`src/rtl/isa.svh`:
```
// Base-ISA funct3 encodings for the integer ALU.
// Shared by every block that decodes or carries an ALU opcode.
`ifndef ISA_SVH
`define ISA_SVH

`define ISA__FUNCT3_WIDTH 3

`define ISA__F3_ADD  3'b000
`define ISA__F3_SLL  3'b001
`define ISA__F3_SLT  3'b010
`define ISA__F3_SLTU 3'b011
`define ISA__F3_XOR  3'b100
`define ISA__F3_SR   3'b101
`define ISA__F3_OR   3'b110
`define ISA__F3_AND  3'b111

`endif

```
`src/rtl/alu_arbiter_pkg.sv`:
```
// Shared types and constants for the core/debug ALU arbiter.
// Port indices name the two requesters of this revision.
package alu_arbiter_pkg;

    typedef enum logic {
        IDLE,
        FULL
    } alu_arbiter_state_e;

    localparam int PORT_CORE  = 0;
    localparam int PORT_DEBUG = 1;
    localparam int NUM_REQ    = 2;

endpackage

```
`src/rtl/alu_arbiter_if.sv`:
```
// Request/response bundle between the requesters and the ALU arbiter.
// master = requester side, slave = arbiter side.
`include "isa.svh"

interface alu_arbiter_if
    import alu_arbiter_pkg::*;
#(
    parameter int Width  = 32,
    parameter int NumReq = NUM_REQ
);

    logic [NumReq-1:0]                         req_valid;
    logic [NumReq-1:0]                         req_ready;
    logic [NumReq-1:0][Width-1:0]              req_a;
    logic [NumReq-1:0][Width-1:0]              req_b;
    logic [NumReq-1:0][`ISA__FUNCT3_WIDTH-1:0] req_op;
    logic [NumReq-1:0]                         req_mod;
    logic [NumReq-1:0]                         resp_valid;
    logic [NumReq-1:0]                         resp_ready;
    logic [Width-1:0]                          resp_c;

    modport master (
        output req_valid, req_a, req_b, req_op, req_mod, resp_ready,
        input  req_ready, resp_valid, resp_c
    );

    modport slave (
        input  req_valid, req_a, req_b, req_op, req_mod, resp_ready,
        output req_ready, resp_valid, resp_c
    );

endinterface

```
`src/rtl/alu.sv`:
```
// Combinational integer ALU: funct3 decode with mod selecting SUB/SRA.
// Shift amount is the low log2(Width) bits of b.
`include "isa.svh"

module alu #(
    parameter int Width = 32
) (
    input  logic [Width-1:0]              a,
    input  logic [Width-1:0]              b,
    input  logic [`ISA__FUNCT3_WIDTH-1:0] op,
    input  logic                          mod,
    output logic [Width-1:0]              c
);

    localparam int ShW = $clog2(Width);

    logic [ShW-1:0]          sh;
    logic signed [Width-1:0] sra;

    assign sh  = b[ShW-1:0];
    assign sra = $signed(a) >>> sh;

    always_comb begin
        c = '0;
        case (op)
            `ISA__F3_ADD:  c = mod ? a - b : a + b;
            `ISA__F3_SLL:  c = a << sh;
            `ISA__F3_SLT:  c = {{(Width-1){1'b0}}, $signed(a) < $signed(b)};
            `ISA__F3_SLTU: c = {{(Width-1){1'b0}}, a < b};
            `ISA__F3_XOR:  c = a ^ b;
            `ISA__F3_SR:   c = mod ? $unsigned(sra) : a >> sh;
            `ISA__F3_OR:   c = a | b;
            `ISA__F3_AND:  c = a & b;
            default:       c = '0;
        endcase
    end

endmodule

```
`src/rtl/alu_arbiter.sv`:
```
// One-slot arbiter sharing a single ALU between core and debug requesters.
// Define ALU_ARBITER_RR_EN for round-robin; otherwise port 0 has fixed priority.
`include "isa.svh"

module alu_arbiter
    import alu_arbiter_pkg::*;
#(
    parameter int Width  = 32,
    parameter int NumReq = NUM_REQ
) (
    input logic         clk,
    input logic         rst,
    alu_arbiter_if.slave bus
);

    localparam int IdxW = $clog2(NumReq);
    localparam int F3W  = `ISA__FUNCT3_WIDTH;

    alu_arbiter_state_e state_q;
    logic [Width-1:0]   a_q;
    logic [Width-1:0]   b_q;
    logic [F3W-1:0]     op_q;
    logic               mod_q;
    logic [IdxW-1:0]    owner_q;

    logic [IdxW-1:0]    g;
    logic               free;
    logic               accept;
    logic [NumReq-1:0]  ready;
    logic [NumReq-1:0]  rvalid;
    logic [Width-1:0]   c;

`ifdef ALU_ARBITER_RR_EN
    logic [IdxW-1:0] last_q;
    logic [IdxW-1:0] nxt;

    assign nxt = last_q + IdxW'(1);

    always_comb begin
        g = nxt;
        if (!bus.req_valid[nxt]) g = nxt + IdxW'(1);
    end
`else
    always_comb begin
        g = IdxW'(PORT_DEBUG);
        if (bus.req_valid[PORT_CORE]) g = IdxW'(PORT_CORE);
    end
`endif

    assign free = (state_q == IDLE) || bus.resp_ready[owner_q];

    // Ready never depends on operand data, only valid/state/resp_ready.
    always_comb begin
        ready = '0;
        if (!rst && free && |bus.req_valid) ready[g] = 1'b1;
    end

    assign accept = |(bus.req_valid & ready);

    always_comb begin
        rvalid = '0;
        if (state_q == FULL) rvalid[owner_q] = 1'b1;
    end

    always_ff @(posedge clk or posedge rst) begin
        if (rst) begin
            state_q <= IDLE;
            a_q     <= '0;
            b_q     <= '0;
            op_q    <= `ISA__F3_ADD;
            mod_q   <= 1'b0;
            owner_q <= IdxW'(PORT_CORE);
`ifdef ALU_ARBITER_RR_EN
            last_q  <= IdxW'(NumReq - 1);
`endif
        end else if (accept) begin
            state_q <= FULL;
            a_q     <= bus.req_a[g];
            b_q     <= bus.req_b[g];
            op_q    <= bus.req_op[g];
            mod_q   <= bus.req_mod[g];
            owner_q <= g;
`ifdef ALU_ARBITER_RR_EN
            last_q  <= g;
`endif
        end else if (state_q == FULL && bus.resp_ready[owner_q]) begin
            state_q <= IDLE;
        end
    end

    alu #(
        .Width(Width)
    ) u_alu (
        .a  (a_q),
        .b  (b_q),
        .op (op_q),
        .mod(mod_q),
        .c  (c)
    );

    assign bus.req_ready  = ready;
    assign bus.resp_valid = rvalid;
    assign bus.resp_c     = c;

endmodule

```
`src/flat_wrapper.sv`:
```
// flat-port wrapper written by rule: the top's interface ports become plain ports
module alu_arbiter_flat import alu_arbiter_pkg::*;
#(
    parameter int Width  = 32,
    parameter int NumReq = NUM_REQ
)
  (clk, rst, bus_req_valid, bus_req_a, bus_req_b, bus_req_op, bus_req_mod, bus_resp_ready, bus_req_ready, bus_resp_valid, bus_resp_c);
  alu_arbiter_if #(.Width(Width), .NumReq(NumReq)) bus_i ();
  input logic clk;
  input logic rst;
  input wire logic [$bits(bus_i.req_valid)-1:0] bus_req_valid;
  input wire logic [$bits(bus_i.req_a)-1:0] bus_req_a;
  input wire logic [$bits(bus_i.req_b)-1:0] bus_req_b;
  input wire logic [$bits(bus_i.req_op)-1:0] bus_req_op;
  input wire logic [$bits(bus_i.req_mod)-1:0] bus_req_mod;
  input wire logic [$bits(bus_i.resp_ready)-1:0] bus_resp_ready;
  output wire logic [$bits(bus_i.req_ready)-1:0] bus_req_ready;
  output wire logic [$bits(bus_i.resp_valid)-1:0] bus_resp_valid;
  output wire logic [$bits(bus_i.resp_c)-1:0] bus_resp_c;
  assign bus_i.req_valid = bus_req_valid;
  assign bus_i.req_a = bus_req_a;
  assign bus_i.req_b = bus_req_b;
  assign bus_i.req_op = bus_req_op;
  assign bus_i.req_mod = bus_req_mod;
  assign bus_i.resp_ready = bus_resp_ready;
  assign bus_req_ready = bus_i.req_ready;
  assign bus_resp_valid = bus_i.resp_valid;
  assign bus_resp_c = bus_i.resp_c;
  alu_arbiter #(.Width(Width), .NumReq(NumReq)) u_core (.clk(clk), .rst(rst), .bus(bus_i));
endmodule
```
`config.mk`:
```
export PLATFORM = sky130hd
export DESIGN_NAME = alu_arbiter_flat
export DESIGN_NICKNAME = d
export VERILOG_FILES = /design/src/rtl/alu_arbiter_pkg.sv /design/src/rtl/alu_arbiter_if.sv /design/src/rtl/alu.sv /design/src/rtl/alu_arbiter.sv /design/src/flat_wrapper.sv
export VERILOG_INCLUDE_DIRS = /design/src /design/src/rtl
export SDC_FILE = /design/constraint.sdc
export NUM_CORES = 1
export LEC_CHECK = 0
export ABC_CLOCK_PERIOD_IN_PS = 5300
export BUFFER_PORTS_ARGS = -buffer_cell sky130_fd_sc_hd__buf_2
export CAP_MARGIN = 20
export CORE_AREA = 4 4 194 120
export CTS_BUF_LIST = sky130_fd_sc_hd__clkbuf_4
export CTS_CLUSTER_SIZE = 12
export DETAILED_ROUTE_END_ITERATION = 6
export DIE_AREA = 0 0 198 124
export PLACE_DENSITY = 0.79
export RECOVER_POWER = 25
export SETUP_SLACK_MARGIN = 0.2
export SLEW_MARGIN = 20
export SYNTH_ARGS = -nofsm -noshare
export SYNTH_HDL_FRONTEND = slang
export SYNTH_SLANG_ARGS = --single-unit
```
`constraint.sdc`:
```
create_clock -name clk -period 5.3 [get_ports clk]
set_input_delay 0.795 -clock clk [delete_from_list [all_inputs] [get_ports clk]]
set_output_delay 0.795 -clock clk [all_outputs]
set_load 0.03 [all_outputs]
```
* After elaboration in Yosys (flattened, before gate mapping)
Index checks and enable logic that the tools add are counted.
Storage, ports and cells: output and inout port bits 36, bits in registers 70, input port bits 142
Operators by class: shift-type cells 3, bitwise gates (word level) 5, $add $sub $neg 2, magnitude comparators 6, muxes and demuxes 22, reduce and logical (&&, ||, !) cells 11, eq/ne operators 7
Operators with widths (count):
- $pmux 32 s8 | 1
- $mux 32 | 6
- $lt 32x32->1 | 2
- $add 32x32->32 | 1
- $and 32x32->32 | 1
- $or 32x32->32 | 1
- $shl 32x5->32 | 1
- $shr 32x5->32 | 1
- $sshr 32x5->32 | 1
- $sub 32x32->32 | 1
- $xor 32x32->32 | 1
- $eq 3x3->1 const B | 4
- $mux 1 | 9
- $eq 3x2->1 const B | 2
- $mux 3 | 2
- $logic_and 1x1->1 | 5
- $lt 1x2->1 const B | 2
- $mux 2 | 2
- $reduce_or 2->1 | 2
- $eq 3x1->1 const B | 1
- $logic_not 3->1 | 1
- $and 2x2->2 | 1
- $demux 1 s1 | 2
- $ge 1x1->1 const B | 2
- other kinds (4) | 4

* Depth between registers and ports, before layout
word-level depth 9, mapped depth 15, depth with buffers taken out 12

* Modules after synthesis
A second synthesis with hierarchy kept.
Unflattened totals: cell total of the unflattened synthesis 1555, area, all modules 12299.3 um2
By module, submodules not included:
- alu | times used 1, area an instance 8784.7 um2, sequential area each 0.0 um2, cells an instance 1319
- alu_arbiter | times used 1, area an instance 3514.6 um2, sequential area each 1751.7 um2, cells an instance 236

* Worst setup path before layout
Ideal clock, no wire load.
path kind input to output, start point input rst, end point output bus_req_ready[1], required time 4505 ps, stages on the path 5, slack 829 ps, buffers on the path 1, arrival time 3676 ps, cells stage by stage inv_1 > o21ai_0 > a21oi_1 > clkbuf_1 > nor2b_1
Between the ends: longest elaborated chain between the ends 4
Ends and longest elaborated chain:
- start, declared | line flat_wrapper.sv:10 | input logic rst;
- $logic_not 1->1 | line alu_arbiter.sv:55 | if (!rst && free && |bus.req_valid) ready[g] = 1'b1;
- $logic_and 1x1->1 (2 in a row) | line alu_arbiter.sv:55
- $mux 2 | line alu_arbiter.sv:55
- end, declared | line flat_wrapper.sv:17 | output wire logic [$bits(bus_i.req_ready)-1:0] bus_req_ready;
Every way passes these cells.

* Final worst setup path
start point register u_core.a_q[1], end point output bus_resp_c[19]
Between the ends: longest elaborated chain between the ends 3, elaborated cells on any way between the ends 8
Ends and longest elaborated chain:
- start, declared | line alu_arbiter.sv:20 | logic [Width-1:0] a_q;
- start signal, assigned | line alu_arbiter.sv:78 | a_q <= bus.req_a[g];
- $add 32x32->32 (tied with other cells) | line alu.sv:26 | `ISA__F3_ADD: c = mod ? a - b : a + b;
- $mux 32, on equally long branches | line alu.sv:26, alu.sv:31
- $pmux 32 s8 (*) | line alu.sv:25 | case (op)
- end, declared | line flat_wrapper.sv:19 | output wire logic [$bits(bus_i.resp_c)-1:0] bus_resp_c;
Mark *: on every way between the ends. The rest lies on a longest branch, timed or not.

==> results by group <==
Yosys
  • Net Count, Synth: 1869
  • YS warnings: 0
  • Share of the synthesized area in the top cell type: 14.97%
  • Seq cells post-synth: 70
  • Top FF cell, synth: dfrtp_1
  • Synthesized cell area: 11700 sq um
  • Post-Synth Simple-Gate Area: 17.34%
  • Compound-Gate Fraction of Synth Area: 30.42%
  • Syn Inst Count: 1628
  • Sequential fraction of the synthesis area: 14.97%
  • Post-Synth Adder-Cell Area: 10.72%
  • Synth Area in XOR/XNOR: 2.321%
  • Synth unique cells: 85
  • Largest cells by area after synthesis: dfrtp_1 15%, ha_1 10%, mux2i_1 10%
  • Largest family of logic cells by synthesized area: compound AO/OA/AOI/OAI gates
  • Area leader, netlist: dfrtp_1
  • Ys async rst share: 100.0%
  • Avg Inst Size Synth: 7.187 sq um
  • EDFF count, synth: 0
  • Mux share of post-synthesis cell area: 16.38%

Route
  • Final antenna-violating net count: 0
  • First-pass iteration count of the detailed router: 7
  • Drt wl/cell: 25.46 um
  • Post-route DRC: 2
  • Detailed Route Iter0 Violations: 2248
  • Vias per Instance: 6.727
  • Via count: 13662
  • Final wirelength: 51.71 mm

Pwr
  • Net switching power: 4.170 mW
  • Logic pwr share: 81.2%
  • Overall power: 6.820 mW
  • PD cells: 524.8 nW/um^2
  • Internal: 2.650 mW
  • Leakage: 6.061 nW
  • Net Sw Frac: 61.14%
  • VDD IR-drop max: 0.2844 mV
  • Seq pwr share: 12.5%
  • Clock share of power: 6.3%

GRT
  • Initial antenna violation count: 1
  • Grt ovf: 0
  • GR met2 Demand/Resource: 56.01%
  • Grt peak-use layer: met1
  • Global Route Usage Sum: 40.90%
  • First-pass GRT wire length: 76.26 mm
  • GR Layer Usage met1: 61.01%
  • Vias in the first global route: 12020
  • Largest net degree at the start of global routing: 83
  • GR met3 Demand/Resource: 13.71%

Clocking
  • Htree depth: 3
  • Clk_lat worst skew: 550 ps
  • Deepest clock path buffer count: 2
  • CTS Buf Count: 9
  • CTS tree: done
  • Clock slew at reported path FFs: 180 ps
  • Clock root cell: clkbuf_4
  • Num Clock Sinks: 70

Final layout
  • Layout cell share with drive strength beyond 1: 17.91%
  • Area grow syn2layout: 11.07%
  • Sequential cell area: 1759 sq um
  • Post-layout util: 60.02%
  • Fin nets: 1978
  • Area of the multi-input gates: 9061 sq um
  • Cell area after layout: 13000 sq um
  • Fill count: 2100

Outcome
  • Violated checks: design-rule violations, max-capacitance violations, max-slew violations
  • Outcome: complete, but fails checks

Timing
  • FMAX: 0.2004 GHz
  • Slew @ Worst Pin: 2470 ps
  • Setup-failing EPs final: 0
  • Final period utilization: 94.16%
  • Final worst slack: 309.5 ps
  • Max Transition Viols Final: 42
  • Unrepaired setup endpoints after global routing: no
  • Setup TNS Final: 0 ps
  • Final Critical Period: 4990 ps
  • Fin Clk Skew: 26.40 ps
  • Hold Fails Final Rpt: 0
  • Relative slew slack: -64.65%

Critical path
  • Setup crit end kind: primary output
  • Buf/Inv on CP: 2
  • Reg-to-reg setup timing slack: 3280 ps
  • Reg2reg end: u_core.b_q[12]
  • Arrival @ worst endpoint: 4200 ps
  • CP cell instances: inv_1, ha_1, o21bai_1, o211ai_1, a31oi_1, o21ai_1, o31ai_2, a21boi_0, o21ai_1, xor2_1, o221ai_1, buf_2
  • Worst R2R Start: u_core.owner_q
  • Worst EP required: 4510 ps
  • Slowest stage delay, CP: 600 ps
  • Delay-heaviest family, CP: compound AO/OA/AOI/OAI gates
  • CP Max Fanout: 8
  • Cell mode on critical path: o21ai_1
  • Kind of critical path: flop to primary output
  • Worst R2R Path Depth: 5
  • Slowest CP cell: o31ai_2
  • Launch point of the worst path: u_core.a_q[1]
  • Setup crit start kind: flop
  • Crit path capture: bus_resp_c[19]
  • CP Depth: 12

Place
  • Port bufs: 177
  • Final HPWL DP: 40.43 mm
  • Gpl congestion: 1.122
  • Setup slack at placement: 889.4 ps
  • Placed Area: 12810 sq um

Hold path
  • Min-Delay Path Class: input pin to flop

Floorplanning
  • Die ar.: 24550 sq um
  • Core area: 21650 sq um
  • Die X: 198 um
  • Die H: 124 um
  • Row count: 42
  • Starting Density: 54.04%
  • Ports: 178

Flow run
  • Maxcap violations: 1
-- timing repair --
action	CTS	global route
setup buffers	0	1
gates resized for setup	0	3
hold buffers	0	0
setup endpoints to repair	0	6
-- cells by family after synthesis --
logic type,after synthesis
muxes,155
AOI/OAI and AO/OA,577
DFF,70
and+or+nand+nor,465
buffers and inverters,231
xor gates and xnor gates,31
adders and majority gates,99
-- Yosys cell counts (9+ instances only) --
cell        n
nor2_1    223
a21oi_1   217
o21ai_0   130
nand2_1   121
mux2i_1   117
ha_1       97
inv_1      95
clkbuf_1   82
dfrtp_1    70
a211oi_1   35
mux4_2     28
xnor2_1    27
nor3_1     24
buf_2      23
o211ai_1   23
a31oi_1    18
buf_1      18
nand2b_1   16
o221ai_1   16
a21o_1     15
o21ai_1    14
nand3_1    13
nor2b_1    12
o31ai_1    12
a221oi_1   11
or3_1      11
a22oi_1    10
and2_1      9
mux2_2      9
-- power by group through the flow --
stage | combinational, mW | clock, mW | sequential [mW]
finish | 5.53 | 0.432 | 0.854
global route | 5.82 | 0.457 | 0.863
CTS | 5.24 | 0.433 | 0.851
detailed placement | 5.22 | 0 | 0.863
global placement | 5.22 | 0 | 0.853
floorplan | 3.62 | 0 | 0.793
-- stage by stage --
| stage | hold slack (ps) | cells |
|---|---|---|
| after CTS | 344.4 | 2027 |
| after floorplan | 481.6 | 1628 |
| after global routing | 508.2 | 2030 |
| after global placement | 546.6 | 2011 |
| final | 520.6 | 2031 |
| after detailed placement | 566.9 | 2011 |
-- final cells by class --
class | instances | area share (%)
multi-input cells | 1327 | 69.73
clock inverters | 7 | 0.6355
inverters | 103 | 2.975
flip-flops and latches | 70 | 13.54
repair buffers | 226 | 9.792
diodes | 3 | 0.05777
clock buffers | 9 | 0.5199
well taps | 286 | 2.754
-- registers in the layout, indices dropped and copies added (netlist names) --
signal and flops:
u_core.mod_q 1, u_core.owner_q 1, u_core.op_q 3, u_core.state_q 1, u_core.a_q 32, u_core.b_q 32
-- tightest hold or removal path: stages --
cell and delay [ps]:
buf_2 70, mux2i_1 50, a21oi_1 130
-- worst min path at each step --
stage / from / endpoint / cells after the start
finish: bus_req_a[55] / u_core.a_q[23] / 3
global route: bus_req_b[21] / u_core.b_q[21] / 3
CTS: rst / u_core.a_q[23] / 2
detailed placement: u_core.b_q[16] / u_core.b_q[16] / 2
global placement: u_core.b_q[5] / u_core.b_q[5] / 2
floorplan: u_core.state_q / u_core.state_q / 2
-- cells in the final DEF, fill, tap and decap left out, drive strengths merged, types with 8 or more instances in the layout --
cell	instances
o221ai	16
o31ai	14
a21o	15
inv	104
and3	8
o21bai	9
a31oi	18
clkbuf	10
nand3	13
a211oi	37
nor3	24
a221oi	11
a21oi	219
mux2i	118
nand2	121
xnor2	27
a211o	8
nor2	223
buf	225
o211ai	24
ha	97
a22oi	10
mux2	9
and2	10
dfrtp	70
nor2b	12
or3	11
mux4	28
nand2b	16
o21ai	145
-- layer usage --
layer / wire, um / share of wire, % / vias up
met4: 1571 / 3.0 / 0
met1: 21980 / 43 / 6360
met5: 0 / 0 / -
met3: 7956 / 15 / 126
met2: 20200 / 39 / 1089
li1: - / - / 6087
No activity file was read; power rests on OpenSTA's default activity.
